## config.mk

```make
export PLATFORM = sky130hd
export DESIGN_NAME = voice_scheduler
export DESIGN_NICKNAME = d
export VERILOG_FILES = /design/src/rtl/voice_scheduler.sv
export SDC_FILE = /design/constraint.sdc
export NUM_CORES = 1
export LEC_CHECK = 0
export BUFFER_PORTS_ARGS = -buffer_cell sky130_fd_sc_hd__buf_4
export CORE_UTILIZATION = 60
export CTS_CLUSTER_SIZE = 16
export DETAILED_ROUTE_END_ITERATION = 7
export PLACE_DENSITY = 0.93
export SYNTH_ARGS = -nofsm -noshare
export SYNTH_HDL_FRONTEND = slang
export SYNTH_SLANG_ARGS = --single-unit
```

## constraint.sdc

```tcl
create_clock -name CLOCK_50 -period 11.7 [get_ports CLOCK_50]
set_input_delay 2.34 -clock CLOCK_50 [delete_from_list [all_inputs] [get_ports CLOCK_50]]
set_output_delay 2.34 -clock CLOCK_50 [all_outputs]
set_load 0.05 [all_outputs]
```

## src/rtl/voice_scheduler.sv

```systemverilog
`default_nettype none
// +--------------------------------------------------------------------------+
// | Module      : voice_scheduler                                            |
// | Description : Polyphonic voice allocator and sample sequencer. Maps held |
// |               keys onto NUM_VOICES phase accumulators, shares a single   |
// |               synchronous sine LUT between the voices, and writes one    |
// |               mixed sample each time the codec FIFO has space.           |
// | Option      : VOICE_STEAL_EN - when defined, a press with no free voice  |
// |               takes over the oldest active voice (ties go to the lowest  |
// |               index). When undefined, such a press is dropped.           |
// | Ports       : CLOCK_50          - single clock, rising edge              |
// |               reset_n           - asynchronous active-low reset          |
// |               key_level         - per-key level, already synchronised    |
// |               key_incr          - per-key phase increment, PHASE_W each  |
// |               audio_out_allowed - codec FIFO can accept a word           |
// |               lut_addr/lut_data - shared LUT port, data one cycle later  |
// |               sample_out        - left-justified mix, held between writes|
// |               write_audio_out   - one-cycle write strobe                 |
// |               voice_active      - per-voice busy flags                   |
// |               overflow          - sticky, a press found no free voice    |
// | Revision    : 1.0 - initial release                                      |
// +--------------------------------------------------------------------------+
module voice_scheduler #(
  parameter int NUM_KEYS   = 10,
  parameter int NUM_VOICES = 4,
  parameter int PHASE_W    = 32,
  parameter int LUT_AW     = 10,
  parameter int LUT_W      = 16
) (
  input  logic                        CLOCK_50,
  input  logic                        reset_n,
  input  logic [NUM_KEYS-1:0]         key_level,
  input  logic [NUM_KEYS*PHASE_W-1:0] key_incr,
  input  logic                        audio_out_allowed,
  output logic [LUT_AW-1:0]           lut_addr,
  input  logic [LUT_W-1:0]            lut_data,
  output logic [31:0]                 sample_out,
  output logic                        write_audio_out,
  output logic [NUM_VOICES-1:0]       voice_active,
  output logic                        overflow
);

  localparam int c_KEY_W  = (NUM_KEYS > 1) ? $clog2(NUM_KEYS) : 1;
  localparam int c_VIDX_W = $clog2(NUM_VOICES);
  localparam int c_MIX_W  = LUT_W + c_VIDX_W;
  localparam logic [c_KEY_W-1:0]  c_LAST_KEY   = c_KEY_W'(NUM_KEYS - 1);
  localparam logic [c_VIDX_W-1:0] c_LAST_VOICE = c_VIDX_W'(NUM_VOICES - 1);

  typedef enum logic [1:0] {
    S_IDLE  = 2'd0,
    S_FETCH = 2'd1,
    S_DRAIN = 2'd2,
    S_WRITE = 2'd3
  } state_t;

  state_t r_state;
  state_t w_state_next;

  // Key scanner and held-key bookkeeping
  logic [c_KEY_W-1:0]   r_scan_idx;
  logic [NUM_KEYS-1:0]  r_key_held;
  logic                 w_scan_level;
  logic                 w_scan_held;
  logic                 w_press;
  logic                 w_release;

  // Voice table
  logic [NUM_VOICES-1:0] r_active;
  logic [c_KEY_W-1:0]    r_key   [NUM_VOICES];
  logic [PHASE_W-1:0]    r_phase [NUM_VOICES];
  logic [NUM_VOICES-1:0] w_rel_hit;
  logic                  w_free_found;
  logic [c_VIDX_W-1:0]   w_free_idx;
  logic                  w_alloc_en;
  logic [c_VIDX_W-1:0]   w_alloc_idx;

  // Fetch / mix datapath
  logic [c_VIDX_W-1:0]   r_fetch_idx;
  logic                  r_addr_active;
  logic [c_MIX_W-1:0]    r_mix;
  logic [c_MIX_W-1:0]    w_mix_add;
  logic [c_MIX_W-1:0]    w_mix_next;
  logic [PHASE_W-1:0]    w_fetch_incr;
  logic [31:0]           r_sample;
  logic                  r_overflow;

  // ---------------------------------------------------------------------------
  // Sample sequencer FSM
  // ---------------------------------------------------------------------------
  always_ff @(posedge CLOCK_50 or negedge reset_n) begin
    if (!reset_n) begin
      r_state <= S_IDLE;
    end else begin
      r_state <= w_state_next;
    end
  end

  always_comb begin
    w_state_next    = r_state;
    write_audio_out = 1'b0;
    lut_addr        = '0;
    case (r_state)
      S_IDLE: begin
        if (audio_out_allowed) begin
          w_state_next = S_FETCH;
        end
      end
      S_FETCH: begin
        // The LUT sees the phase before this cycle's increment is applied.
        lut_addr = r_phase[r_fetch_idx][PHASE_W-1 -: LUT_AW];
        if (r_fetch_idx == c_LAST_VOICE) begin
          w_state_next = S_DRAIN;
        end
      end
      S_DRAIN: begin
        w_state_next = S_WRITE;
      end
      S_WRITE: begin
        write_audio_out = 1'b1;
        w_state_next    = S_IDLE;
      end
      default: begin
        w_state_next = S_IDLE;
      end
    endcase
  end

  // ---------------------------------------------------------------------------
  // Key scanner: one key per IDLE cycle, frozen during a sample sequence so
  // the voice table is never touched while phases are being advanced.
  // ---------------------------------------------------------------------------
  assign w_scan_level = key_level[r_scan_idx];
  assign w_scan_held  = r_key_held[r_scan_idx];
  assign w_press      = (r_state == S_IDLE) &&  w_scan_level && !w_scan_held;
  assign w_release    = (r_state == S_IDLE) && !w_scan_level &&  w_scan_held;

  always_ff @(posedge CLOCK_50 or negedge reset_n) begin
    if (!reset_n) begin
      r_scan_idx <= '0;
      r_key_held <= '0;
    end else if (r_state == S_IDLE) begin
      r_scan_idx <= (r_scan_idx == c_LAST_KEY) ? '0 : r_scan_idx + c_KEY_W'(1);
      if (w_press) begin
        r_key_held[r_scan_idx] <= 1'b1;
      end else if (w_release) begin
        r_key_held[r_scan_idx] <= 1'b0;
      end
    end
  end

  // Lowest-index free voice: scanning downward lets the last hit win.
  always_comb begin
    w_free_found = 1'b0;
    w_free_idx   = '0;
    for (int v = NUM_VOICES - 1; v >= 0; v--) begin
      if (!r_active[v]) begin
        w_free_found = 1'b1;
        w_free_idx   = c_VIDX_W'(v);
      end
    end
  end

  always_comb begin
    w_rel_hit = '0;
    for (int v = 0; v < NUM_VOICES; v++) begin
      w_rel_hit[v] = w_release && r_active[v] && (r_key[v] == r_scan_idx);
    end
  end

`ifdef VOICE_STEAL_EN
  logic [c_VIDX_W-1:0] r_age [NUM_VOICES];
  logic [c_VIDX_W-1:0] w_victim_idx;
  logic [c_VIDX_W-1:0] w_victim_age;

  // Oldest voice; strict compare keeps the lowest index on a tie.
  always_comb begin
    w_victim_idx = '0;
    w_victim_age = r_age[0];
    for (int v = 1; v < NUM_VOICES; v++) begin
      if (r_age[v] > w_victim_age) begin
        w_victim_idx = c_VIDX_W'(v);
        w_victim_age = r_age[v];
      end
    end
  end

  always_comb begin
    w_alloc_en  = w_press;
    w_alloc_idx = w_free_found ? w_free_idx : w_victim_idx;
  end

  // Every other active voice ages by one per accepted press, saturating.
  always_ff @(posedge CLOCK_50 or negedge reset_n) begin
    if (!reset_n) begin
      for (int v = 0; v < NUM_VOICES; v++) begin
        r_age[v] <= '0;
      end
    end else if (w_alloc_en) begin
      for (int v = 0; v < NUM_VOICES; v++) begin
        if (w_alloc_idx == c_VIDX_W'(v)) begin
          r_age[v] <= '0;
        end else if (r_active[v] && (r_age[v] != '1)) begin
          r_age[v] <= r_age[v] + c_VIDX_W'(1);
        end
      end
    end
  end
`else
  always_comb begin
    w_alloc_en  = w_press && w_free_found;
    w_alloc_idx = w_free_idx;
  end
`endif

  // Increment of the key owned by the voice being fetched.
  always_comb begin
    w_fetch_incr = '0;
    for (int k = 0; k < NUM_KEYS; k++) begin
      if (r_key[r_fetch_idx] == c_KEY_W'(k)) begin
        w_fetch_incr = key_incr[k*PHASE_W +: PHASE_W];
      end
    end
  end

  // Voice table: allocation/release happen in IDLE, phase advance in FETCH,
  // so the three update sources are mutually exclusive.
  always_ff @(posedge CLOCK_50 or negedge reset_n) begin
    if (!reset_n) begin
      r_active <= '0;
      for (int v = 0; v < NUM_VOICES; v++) begin
        r_key[v]   <= '0;
        r_phase[v] <= '0;
      end
    end else begin
      for (int v = 0; v < NUM_VOICES; v++) begin
        if (w_alloc_en && (w_alloc_idx == c_VIDX_W'(v))) begin
          r_active[v] <= 1'b1;
          r_key[v]    <= r_scan_idx;
          r_phase[v]  <= '0;
        end else if (w_rel_hit[v]) begin
          r_active[v] <= 1'b0;
          r_phase[v]  <= '0;
        end else if ((r_state == S_FETCH) && (r_fetch_idx == c_VIDX_W'(v)) && r_active[v]) begin
          r_phase[v]  <= r_phase[v] + w_fetch_incr;
        end
      end
    end
  end

  always_ff @(posedge CLOCK_50 or negedge reset_n) begin
    if (!reset_n) begin
      r_overflow <= 1'b0;
    end else if (w_press && !w_free_found) begin
      r_overflow <= 1'b1;
    end
  end

  // ---------------------------------------------------------------------------
  // Mixer: lut_data lags lut_addr by one cycle, so r_addr_active remembers
  // whether the voice addressed last cycle should contribute.
  // ---------------------------------------------------------------------------
  assign w_mix_add  = r_addr_active ? {{c_VIDX_W{lut_data[LUT_W-1]}}, lut_data} : '0;
  assign w_mix_next = r_mix + w_mix_add;

  always_ff @(posedge CLOCK_50 or negedge reset_n) begin
    if (!reset_n) begin
      r_fetch_idx   <= '0;
      r_addr_active <= 1'b0;
      r_mix         <= '0;
      r_sample      <= '0;
    end else begin
      r_addr_active <= (r_state == S_FETCH) && r_active[r_fetch_idx];
      if (r_state == S_FETCH) begin
        r_fetch_idx <= (r_fetch_idx == c_LAST_VOICE) ? '0 : r_fetch_idx + c_VIDX_W'(1);
      end else begin
        r_fetch_idx <= '0;
      end
      // Clearing throughout IDLE guarantees a zero accumulator on FETCH entry.
      if (r_state == S_IDLE) begin
        r_mix <= '0;
      end else if (r_state == S_FETCH) begin
        r_mix <= w_mix_next;
      end
      if (r_state == S_DRAIN) begin
        r_sample <= 32'(w_mix_next) << (32 - c_MIX_W);
      end
    end
  end

  assign sample_out   = r_sample;
  assign voice_active = r_active;
  assign overflow     = r_overflow;

endmodule
`default_nettype wire

```

Word level (Yosys, flattened, before mapping)
Index checks and enable logic that the tools add are counted.
Cells by class
  equal/unequal tests: 25
  $add $sub $neg: 7
  multiplexer cells: 65
  reductions and logical operators: 47
  bitwise operators: 4
  $lt $le $gt $ge: 4
Operator list (number)
  32-bit two-way mux: 24
  32-bit adder: 4
  32-bit binary-select mux with 2-bit select: 1
  18-bit two-way mux: 3
  10-bit two-way mux: 3
  1-bit logical AND: 28
  18-bit adder: 1
  1-bit two-way mux: 17
  4-bit by 3-bit equality test with 1-bit output, second input constant: 4
  4-bit equality test: 4
  2-bit two-way mux: 8
  2-bit equality test, second input constant: 6
  4-bit equality test, second input constant: 3
  4-bit two-way mux: 3
  2-bit nonzero test: 6
  3-bit nonzero test: 4
  10-bit AND: 1
  10-bit inverter: 1
  10-bit bitwise OR: 1
  1-bit binary-select mux with 4-bit select: 2
  4-bit binary-select mux with 2-bit select: 1
  4-bit by 2-bit equality test with 1-bit output, second input constant: 2
  2-bit one-hot mux with 4 select lines: 1
  2-bit by 1-bit equality test with 1-bit output, second input constant: 3
  other kinds (15): 21
Storage, ports and cells
  word-level logic and storage cells: 172
  bits of input ports: 349
  register bits: 204

Logic depth before layout (Yosys ltp)
Gate-level depths: netlist of the first run.
  depth in word-level cells: 19
  gate-level depth with buffers: 22
  mapped depth without buffers: 19

Worst setup path after synthesis of the first run
OpenSTA, ideal clock, no wires.
  path kind: in2reg
  start point: in key_incr[96]
  end point: reg r_phase[126] (netlist name)
  setup time: 0.121 ns
  required time: 11.579 ns
  setup slack: 5.582 ns
  stages: 16
  arrival: 5.997 ns
  buffers on the path: 0
  cell sequence: mux4_2 -> a222oi_1 -> a21oi_1 -> a221o_1 -> ha_1 -> fa_1 -> and3_1 -> o211ai_1 -> a21oi_1 -> a21oi_1 -> nor3_1 -> o221a_2 -> a221o_1 -> a221oi_1 -> xnor2_1 -> a22o_1
Between the ends
  longest elaborated chain between the ends: 11
RTL lines
  from (decl): line 33  | input logic [NUM_KEYS*PHASE_W-1:0] key_incr,
  32-bit two-way mux (7 in a row): line 219  | if (r_key[r_fetch_idx] == c_KEY_W'(k)) begin
  32-bit adder: line 244  | r_phase[v] <= r_phase[v] + w_fetch_incr;
  32-bit two-way mux: line 243  | end else if ((r_state == S_FETCH) && (r_fetch_idx == c_VIDX_W'(v)) && r_active[v]) begin
  32-bit two-way mux: line 240  | end else if (w_rel_hit[v]) begin
  32-bit two-way mux: line 236  | if (w_alloc_en && (w_alloc_idx == c_VIDX_W'(v))) begin
  to (signal, indexed assignment): line 244
  to (decl): line 70  | logic [PHASE_W-1:0] r_phase [NUM_VOICES];
Every way passes these cells. The select of a mux whose other input is x is not followed.
A chain may end at the register's enable or synchronous reset.

Final worst setup path of the first run
  start point: reg r_fetch_idx[1]
  end point: reg r_phase[24] (netlist name)
Between the ends
  longest elaborated chain between the ends: 19
  elaborated cells between the ends (all ways): 32
RTL lines
  from (decl): line 78  | logic [c_VIDX_W-1:0] r_fetch_idx;
  from (signal assigned): line 274  | r_fetch_idx <= (r_fetch_idx == c_LAST_VOICE) ? '0 : r_fetch_idx + c_VIDX_W'(1);
  2-bit inverter with 3-bit output (not written as such): line 219
  4-bit binary-select mux with 2-bit select: line 219
  4-bit two-way mux (not written as such) (2 in a row): line 219
  4-bit logical NOT: line 219
  32-bit two-way mux (10 in a row): line 219
  32-bit adder: line 244
  32-bit two-way mux: line 243
  32-bit two-way mux: line 240
  32-bit two-way mux: line 236
Parallel ways exist; a longest one is shown, timed or not. The select of a mux whose other input is x is not followed.

==> flow_summary.ini, run 1 <==
[status]
outcome = finished, violations left
violations = DRC

[finish]
nets = 2822
drive_gt1_share_pct = 23.9
synthToLayoutAreaGrowth_pct = 22.2
num-fill-cells = 2003

[grt]
use_met1_pct = 54.1
grt_max_degree = 88
track_usage_pct = 41.4
use_met2_pct = 67.0
busiest_layer = met2
grt_first_pass_wirelength_mm = 98.9
gr-total-overflow = 0
antenna_found_initial = 1
met3_usage_pct = 7.35
grt_pass1_vias = 17900

[synth]
synth_fa_ha_area_share_pct = 12.9
synth_top_family_by_area = compound AO/OA/AOI/OAI gates
muxShareOfSynthArea_pct = 9.69
synth_seq_cells = 204
yosysMostFrequentCell = dfrtp_1
synth-main-ff-cell = dfrtp_1
syn_avg_cell_area_um2 = 9.16
netlist_area_um2 = 17900
synthSimpleGateAreaFrac_pct = 14.0
yosys-top-cells-area = dfrtp_1 29%, ha_1 12%, mux4_2 6.3%, a21oi_1 5.6%, xnor2_1 4.5%
syn_inst = 1956
synth_compound_area_share_pct = 24.1
yosysWarningCount = 0
synth_common_cells = 204 x dfrtp_1, 202 x a21oi_1, 177 x ha_1, 174 x nand2_1, 137 x nor2_1
synthArstFlopShare_pct = 100
ys_seq_area_share_pct = 28.5
synthXorXnorAreaFrac_pct = 7.09
synth_edf_count = 0
synth_top_area_share_pct = 28.5
yosysTopAreaCell = dfrtp_1
ys_types = 76

[clocking]
cts.path.max_buffers = 3
clock_sinks = 204
cts_tree = yes
h-tree-depth = 1
cts_resized = 0
clk_pin_slew_ns = 0.06
post-cts-setup-buffers = 0
cts-root-buf = clkbuf_16
cts_buffers = 25
hold_buffers = 0
clk_latency_ns = 0.55

[critical_path]
cp.arrival_ns = 7.78
startpoint_type = flip-flop
cp-end-kind = flip-flop
reg2reg_slack_ns = 4.38
crit_type = reg -> reg
ff2ff_path_depth = 17
critPathRequiredTime_ns = 12.17
timing.rr.start = r_fetch_idx[1]
worst_r2r_endpoint = r_phase[24]
critPathMaxFanout = 50

[hold_path]
holdPathStages = 1
hold_end = overflow
hp-class = reg -> reg
hp-start = overflow

[flow_run]
cap_violations = 0

[timing]
setup_violations = 0
fin_crit_ns = 7.32
tightestPinTransition_ns = 1.16
fin_crit_sh_pct = 62.5
skew_ns = 0.0191
fmax_ghz = 0.137
rsz0062_at_grt = no
hold_violations = 0
maxSlewHeadroom_pct = 22.4
timing.hold.ws_ns = 0.477
setup_ws_ns = 4.38
report.final.slew_viol_count = 0
fin_tns_setup_ns = 0

[routing]
drt_iter0_drc = 2452
wl_mm = 64.2
ant_nets = 0
dr.pass1.iters = 8
drcViolationCount = 7
routedWlPerCell_um = 23.8
vias_per_cell = 6.77
num_vias = 18300

[die]
fp.dieW_um = 175
die_area_um2 = 30500
pin_count = 397
fp.dieH_um = 175
rows = 62
core_area_um2 = 29000
start_util_pct = 61.7

[place]
io_buffers = 382
detailed_place_hpwl_mm = 48.6
gp_congestion = 1.05
pre_cts_ws_ns = 4.72
[routing by layer]
layer	routed length [um]	vias up
met2	29600	1286
met4	3460	0
li1	-	7967
met5	0	-
met1	24400	8723
met3	6800	275
[sequential cells by signal, summed over array words and instances (netlist names), named ones only]
signal and cells:
r_mix 18, sample_out 18, r_key 16, r_fetch_idx 2, voice_active 4, overflow 1
r_state 2, r_phase 128, r_addr_active 1, r_scan_idx 4
[critical path, stage by stage (launching register included)]
cell       delay [ns]
dfrtp_1          0.95
mux4_4           0.96
buf_4            0.65
mux4_2           0.61
a222oi_1         0.32
a21oi_1          0.12
a221o_1          0.43
ha_1             0.41
nand3_1          0.14
a2111oi_0        0.69
nor3_1           0.22
o31ai_1          0.56
nand2_1          0.19
o21ai_0          0.34
a311oi_1         0.16
xnor2_1          0.16
nand2_1          0.08
a21oi_1          0.20
[area by class of cell]
type                    count  area [um^2]  share of cell area (%)
diodes                      1         2.50                  0.0114
clock buffers              33          716                    3.27
clock inverters            13          161                   0.737
inverters                  41          154                   0.703
multi-input cells        1618        12300                    56.0
flip-flops and latches    204         5100                    23.3
well taps                 384          480                    2.19
repair buffers            401         3020                    13.8
[placed cells by master, fill, tap and decap left out, types with 12 or more instances in the layout]
cell type  Yosys  layout
nor3_1        25      23
a21o_1        61      61
and2_1        33      33
nand4_1       16      16
xor2_1        53      53
o21bai_1      12      12
clkbuf_16      0      25
mux2_2        31      31
a221o_1       24      24
a21oi_1      202     202
dfrtp_1      204     204
nand2b_1      15      15
a211oi_1      42      42
nand2_1      174     173
or3_1         12      12
conb_1         1      14
mux4_2        50      49
o211ai_1      13      13
buf_4         16     400
nor2b_1       49      49
inv_1         41      41
ha_1         177     177
a22oi_1       15      15
xnor2_1       92      92
o22ai_1       12      12
and3_1        13      13
mux2i_1       26      26
o21a_1        17      17
a22o_1        64      64
nand3_1       36      36
a222oi_1      23      23
o21ai_0       85      85
nor2_1       137     131
[through the flow]
step           std cells  utilization, %  area, um^2
6_report            2695            75.5       21900
3_5_place_dp        2648            72.4       21000
3_3_place_gp        2648            72.4       21000
4_1_cts             2694            75.5       21900
5_1_grt             2695            75.5       21900
2_1_floorplan       1969               -       18000
[logic make-up after synthesis]
group,after synthesis
other,1
flip-flops,204
AO/OA/AOI/OAI,640
multiplexers,107
AND/OR/NAND/NOR,530
XOR/XNOR,145
buffers and inverters,147
adder cells (fa/ha/maj),182
[worst max-delay path by stage]
stage | startpoint | endpoint | slack (ns)
2_1_floorplan | key_incr[96] | r_phase[126] | 5.58
3_3_place_gp | key_incr[14] | r_phase[61] | 4.86
3_5_place_dp | r_fetch_idx[1] | r_phase[30] | 4.72
4_1_cts | r_fetch_idx[1] | r_phase[24] | 4.62
5_1_grt | r_fetch_idx[1] | r_phase[28] | 3.95
6_report | r_fetch_idx[1] | r_phase[24] | 4.38
Power of run 1 is left out: the tool's default activity adds up to more than one toggle a clock period on the data nets, which glitch-free logic cannot reach.
==> run 2, diff against run 1 <==
--- a/config.mk
+++ b/config.mk
@@ -6,10 +6,10 @@
 export NUM_CORES = 1
 export LEC_CHECK = 0
 export BUFFER_PORTS_ARGS = -buffer_cell sky130_fd_sc_hd__buf_4
-export CORE_UTILIZATION = 60
+export CORE_UTILIZATION = 51
 export CTS_CLUSTER_SIZE = 16
 export DETAILED_ROUTE_END_ITERATION = 7
-export PLACE_DENSITY = 0.93
+export PLACE_DENSITY = 0.85
 export SYNTH_ARGS = -nofsm -noshare
 export SYNTH_HDL_FRONTEND = slang
 export SYNTH_SLANG_ARGS = --single-unit
==> constraint.sdc (replaced) <==
create_clock -name CLOCK_50 -period 6.57 [get_ports CLOCK_50]
set_input_delay 1.314 -clock CLOCK_50 [delete_from_list [all_inputs] [get_ports CLOCK_50]]
set_output_delay 1.314 -clock CLOCK_50 [all_outputs]
set_load 0.05 [all_outputs]
==> run 2 against run 1 <==
Against the previous run: the flow now finishes without violations; largest cell class unchanged; critical path depth grew 1; clock skew grew 0.0049 ns; critical endpoint is now r_phase[61]; sequential share of layout area shrank 0.16 points; global-route usage shrank 6.5 points; die area grew 17%.
==> flow_summary.ini, run 2 (synthesis results as in run 1) <==
[status]
outcome = completed

[timing]
rsz0062_at_grt = no
report.final.slew_viol_count = 0
hold_violations = 0
fmax_ghz = 0.164
skew_ns = 0.0240
fin_crit_sh_pct = 92.8
fin_crit_ns = 6.09
tightestPinTransition_ns = 1.16
setup_violations = 0
fin_tns_setup_ns = 0
maxSlewHeadroom_pct = 23.0

[finish]
drive_gt1_share_pct = 24.1
final_common_cell = buf_4
regMostFlops = r_phase
nets = 2833
largest_reg_flops = 128
num-fill-cells = 2873
layout_common_cells = 408 x buf_4, 204 x dfrtp_1, 202 x a21oi_1, 177 x ha_1, 173 x nand2_1
synthToLayoutAreaGrowth_pct = 23.1

[flow_run]
cap_violations = 0

[clocking]
cts_resized = 0
clk_pin_slew_ns = 0.06
cts-root-buf = clkbuf_16
clk_latency_ns = 0.55
cts.path.max_buffers = 3
hold_buffers = 0
cts_tree = yes
cts_buffers = 25
h-tree-depth = 1
clock_sinks = 204
post-cts-setup-buffers = 0

[die]
start_util_pct = 51.9
fp.dieH_um = 189
rows = 68
fp.dieW_um = 189
die_area_um2 = 35900
core_area_um2 = 34500
pin_count = 397

[critical_path]
reg2reg_slack_ns = 0.48
crit_path_frequent_cell = a21oi_1
crit_path_max_incr_delay_ns = 0.81
crit_type = reg -> reg
cp-end-kind = flip-flop
startpoint_type = flip-flop
critPathMaxFanout = 21
cp.arrival_ns = 6.48
path_cells = mux4_2, nand2b_4, nor2_2, buf_4, a222oi_1, a21oi_1, a221o_1, ha_1, and3_1, and3_1, a22oi_1, a21oi_1, o21ai_0, o2bb2ai_1, nor2_1, or4b_2, nand3_1, a21oi_1
critPathRequiredTime_ns = 6.95
cpMaxStageDelayCell = mux4_2

[hold_path]
hp-class = reg -> reg

[grt]
gr-total-overflow = 0
grt_first_pass_wirelength_mm = 97.6
grt_pass1_vias = 17500
grt_max_degree = 132
antenna_found_initial = 4
track_usage_pct = 34.9

[routing]
ant_nets = 0
vias_per_cell = 6.37
drt_iter0_drc = 1603
num_vias = 17700
drcViolationCount = 0
dr.pass1.iters = 6
routedWlPerCell_um = 23.0
wl_mm = 63.8

[place]
io_buffers = 382
detailed_place_hpwl_mm = 49.9
gp_congestion = 0.999
-- run 2: changes by cell type in the layout (fill, tap and decap cells not counted), sizes merged --
cell	delta
buf	+11
diode	+3
bufinv	-2
clkbuf	+2
clkinv	-2
-- run 2: path summary, 6_finish.rpt --
kind | endpoint | startpoint | depth (start not counted)
setup / recovery | r_phase[61] | r_fetch_idx[0] | 18
hold / removal | overflow | overflow | 1
setup reg to reg | r_phase[61] | r_fetch_idx[0] | 18
hold reg to reg | overflow | overflow | 1
max in group asynchronous | r_phase[70] | reset_n | 2
min in group asynchronous | sample_out[24] | reset_n | 1
-- run 2: critical path: cells and delay by family, from the launching register on --
kind | cells | cell delay [ns]
AO/OA/AOI/OAI | 8 | 1.91
AND/OR/NAND/NOR | 7 | 1.92
buffers and inverters | 1 | 0.36
flip-flops | 1 | 0.50
multiplexers | 1 | 0.81
adder cells (fa/ha/maj) | 1 | 0.39
-- run 2: through the flow --
step | area [um^2] | utilization (%) | setup WS, ns | hold WS [ns] | cells
after floorplan | 18000 | - | 1.36 | 0.442 | 1969
after global placement | 21200 | 61.4 | 0.742 | 0.458 | 2730
after detailed placement | 21200 | 61.4 | 0.669 | 0.465 | 2730
after CTS | 22000 | 63.8 | 0.634 | 0.478 | 2774
after global routing | 22000 | 63.8 | 0.317 | 0.500 | 2775
final | 22000 | 63.8 | 0.476 | 0.484 | 2778
-- run 2: per-layer routing --
metal | global-route usage [%] | routed length, um
met3 | 5.97 | 5420
met1 | 42.9 | 24300
met5 | 0 | 25
met4 | 19.1 | 3600
met2 | 58.3 | 30400
-- run 2: final cells by class --
cell class	instances	area [um^2]	share of cell area [%]
diodes	4	10.0	0.0454
clock buffers	35	723	3.28
clock inverters	9	91.3	0.414
inverters	41	154	0.698
repair buffers	412	3140	14.2
flip-flops and latches	204	5100	23.2
well taps	455	569	2.58
multi-input cells	1618	12300	55.6
Power of run 2 is left out for the same reason.
==> run 3, diff against run 2 <==
--- a/config.mk
+++ b/config.mk
@@ -6,10 +6,10 @@
 export NUM_CORES = 1
 export LEC_CHECK = 0
 export BUFFER_PORTS_ARGS = -buffer_cell sky130_fd_sc_hd__buf_4
-export CORE_UTILIZATION = 51
+export CORE_UTILIZATION = 56
 export CTS_CLUSTER_SIZE = 16
 export DETAILED_ROUTE_END_ITERATION = 7
-export PLACE_DENSITY = 0.85
+export PLACE_DENSITY = 0.88
 export SYNTH_ARGS = -nofsm -noshare
 export SYNTH_HDL_FRONTEND = slang
 export SYNTH_SLANG_ARGS = --single-unit
==> constraint.sdc (replaced) <==
create_clock -name CLOCK_50 -period 5.9 [get_ports CLOCK_50]
set_input_delay 1.18 -clock CLOCK_50 [delete_from_list [all_inputs] [get_ports CLOCK_50]]
set_output_delay 1.18 -clock CLOCK_50 [all_outputs]
set_load 0.05 [all_outputs]
==> run 3 against run 2 <==
Against the previous run: the run now ends with DRC left; sequential cell count is the same; clock-buffer cell count shrank 2; final area grew 0.56%; clock skew shrank 0.016 ns.
==> flow_summary.ini, run 3 (synthesis results as in run 1) <==
[finish]
layout_common_cells = 419 x buf_4, 203 x dfrtp_1, 202 x a21oi_1, 176 x ha_1, 173 x nand2_1
largest_reg_flops = 128
nets = 2844
regMostFlops = r_phase
final_common_cell = buf_4
postLayoutCoreUtil_pct = 70.4
drive_gt1_share_pct = 24.9
final_area_um2 = 22200
synthToLayoutAreaGrowth_pct = 23.8

[timing]
fin_tns_setup_ns = 0
fmax_ghz = 0.177
hold_violations = 0
fin_crit_ns = 5.65
report.final.slew_viol_count = 0
setup_violations = 0
fin_crit_sh_pct = 95.8
rsz0062_at_grt = no
maxSlewHeadroom_pct = 23.7
setup_ws_ns = 0.251
tightestPinTransition_ns = 1.13
skew_ns = 0.00818

[grt]
grt_max_degree = 92
gr-total-overflow = 0
antenna_found_initial = 13
track_usage_pct = 39.5
grt_pass1_vias = 17600
grt_first_pass_wirelength_mm = 100

[place]
io_buffers = 382
pre_cts_ws_ns = 0.239
detailed_place_hpwl_mm = 51.2
gp_congestion = 1.05
place_area_um2 = 21200

[clocking]
cts.path.max_buffers = 3
clk_pin_slew_ns = 0.07
h-tree-depth = 1
cts_buffers = 25
cts_tree = yes
cts-root-buf = clkbuf_16
clk_latency_ns = 0.55
clock_sinks = 204

[routing]
num_vias = 17800
ant_nets = 0
drcViolationCount = 2
vias_per_cell = 6.47
wl_mm = 65.4
drt_iter0_drc = 1802
dr.pass1.iters = 8
routedWlPerCell_um = 23.8

[die]
rows = 65
start_util_pct = 56.9
die_area_um2 = 32700
fp.dieW_um = 181
core_area_um2 = 31500
pin_count = 397
fp.dieH_um = 181

[critical_path]
critical_path.endpoint = r_phase[30]
worst_r2r_endpoint = r_phase[30]
ff2ff_path_depth = 18
crit_start = r_fetch_idx[0]
cp-end-kind = flip-flop
startpoint_type = flip-flop
reg2reg_slack_ns = 0.25
critPathMaxFanout = 43
timing.rr.start = r_fetch_idx[0]
critPathRequiredTime_ns = 6.31
crit_type = reg -> reg
cp.arrival_ns = 6.06

[flow_run]
cap_violations = 0

[hold_path]
hp-start = overflow
hp-class = reg -> reg

[status]
violations = DRC
outcome = finished, violations left
-- run 3: cell count changes in the layout (fill, tap and decap cells not counted), sizes merged --
cell      change
clkinv        +3
bufinv        +2
clkinvlp      -1
clkbuf        -2
buf          +11
diode         +8
-- run 3: final cells by class --
cell class	count	area [um^2]
timing repair buffer	423	3220
clock buffer	33	696
antenna	12	30.0
tap	402	503
clock inverter	13	165
inverter	41	154
multi-input combinational	1618	12300
sequential	204	5110
fill	2409	9310
-- run 3: critical path: stages (launching register included) --
cell and delay, ns:
dfrtp_2 0.43, mux4_4 0.75, buf_12 0.23, mux4_2 0.47
a222oi_1 0.51, a21oi_1 0.13, a221o_2 0.43, ha_2 0.44
nand2_1 0.08, a2111oi_1 0.44, buf_4 0.21, nor3_1 0.08
o31ai_2 0.32, nand2_1 0.13, o211ai_1 0.24, nand3_1 0.13
and3_1 0.18, o21ai_0 0.16, a21oi_1 0.09
-- run 3: worst min-delay path by stage --
stage	to	cells past startpoint
floorplan	flip-flop	2
global placement	flip-flop	2
detailed placement	overflow	1
CTS	overflow	1
global route	overflow	1
finish	overflow	1
-- run 3: what timing repair did --
action | CTS | global route
endpoints found under the setup margin | 0 | 22
hold buffers | 0 | 0
resized for setup | 0 | 12
setup buffers | 0 | 0
-- run 3: metrics by stage --
step	std cells	hold WS [ns]
final	2746	0.484
after global routing	2744	0.505
after CTS	2734	0.487
after detailed placement	2688	0.474
after global placement	2688	0.459
after floorplan	1969	0.442
-- run 3: per-layer routing --
metal  global-route usage (%)  routed length, um
met3                     7.36               5720
met5                        0                 29
met1                     51.0              25900
met4                     17.7               3210
met2                     64.4              30500
Power of run 3 is left out for the same reason.
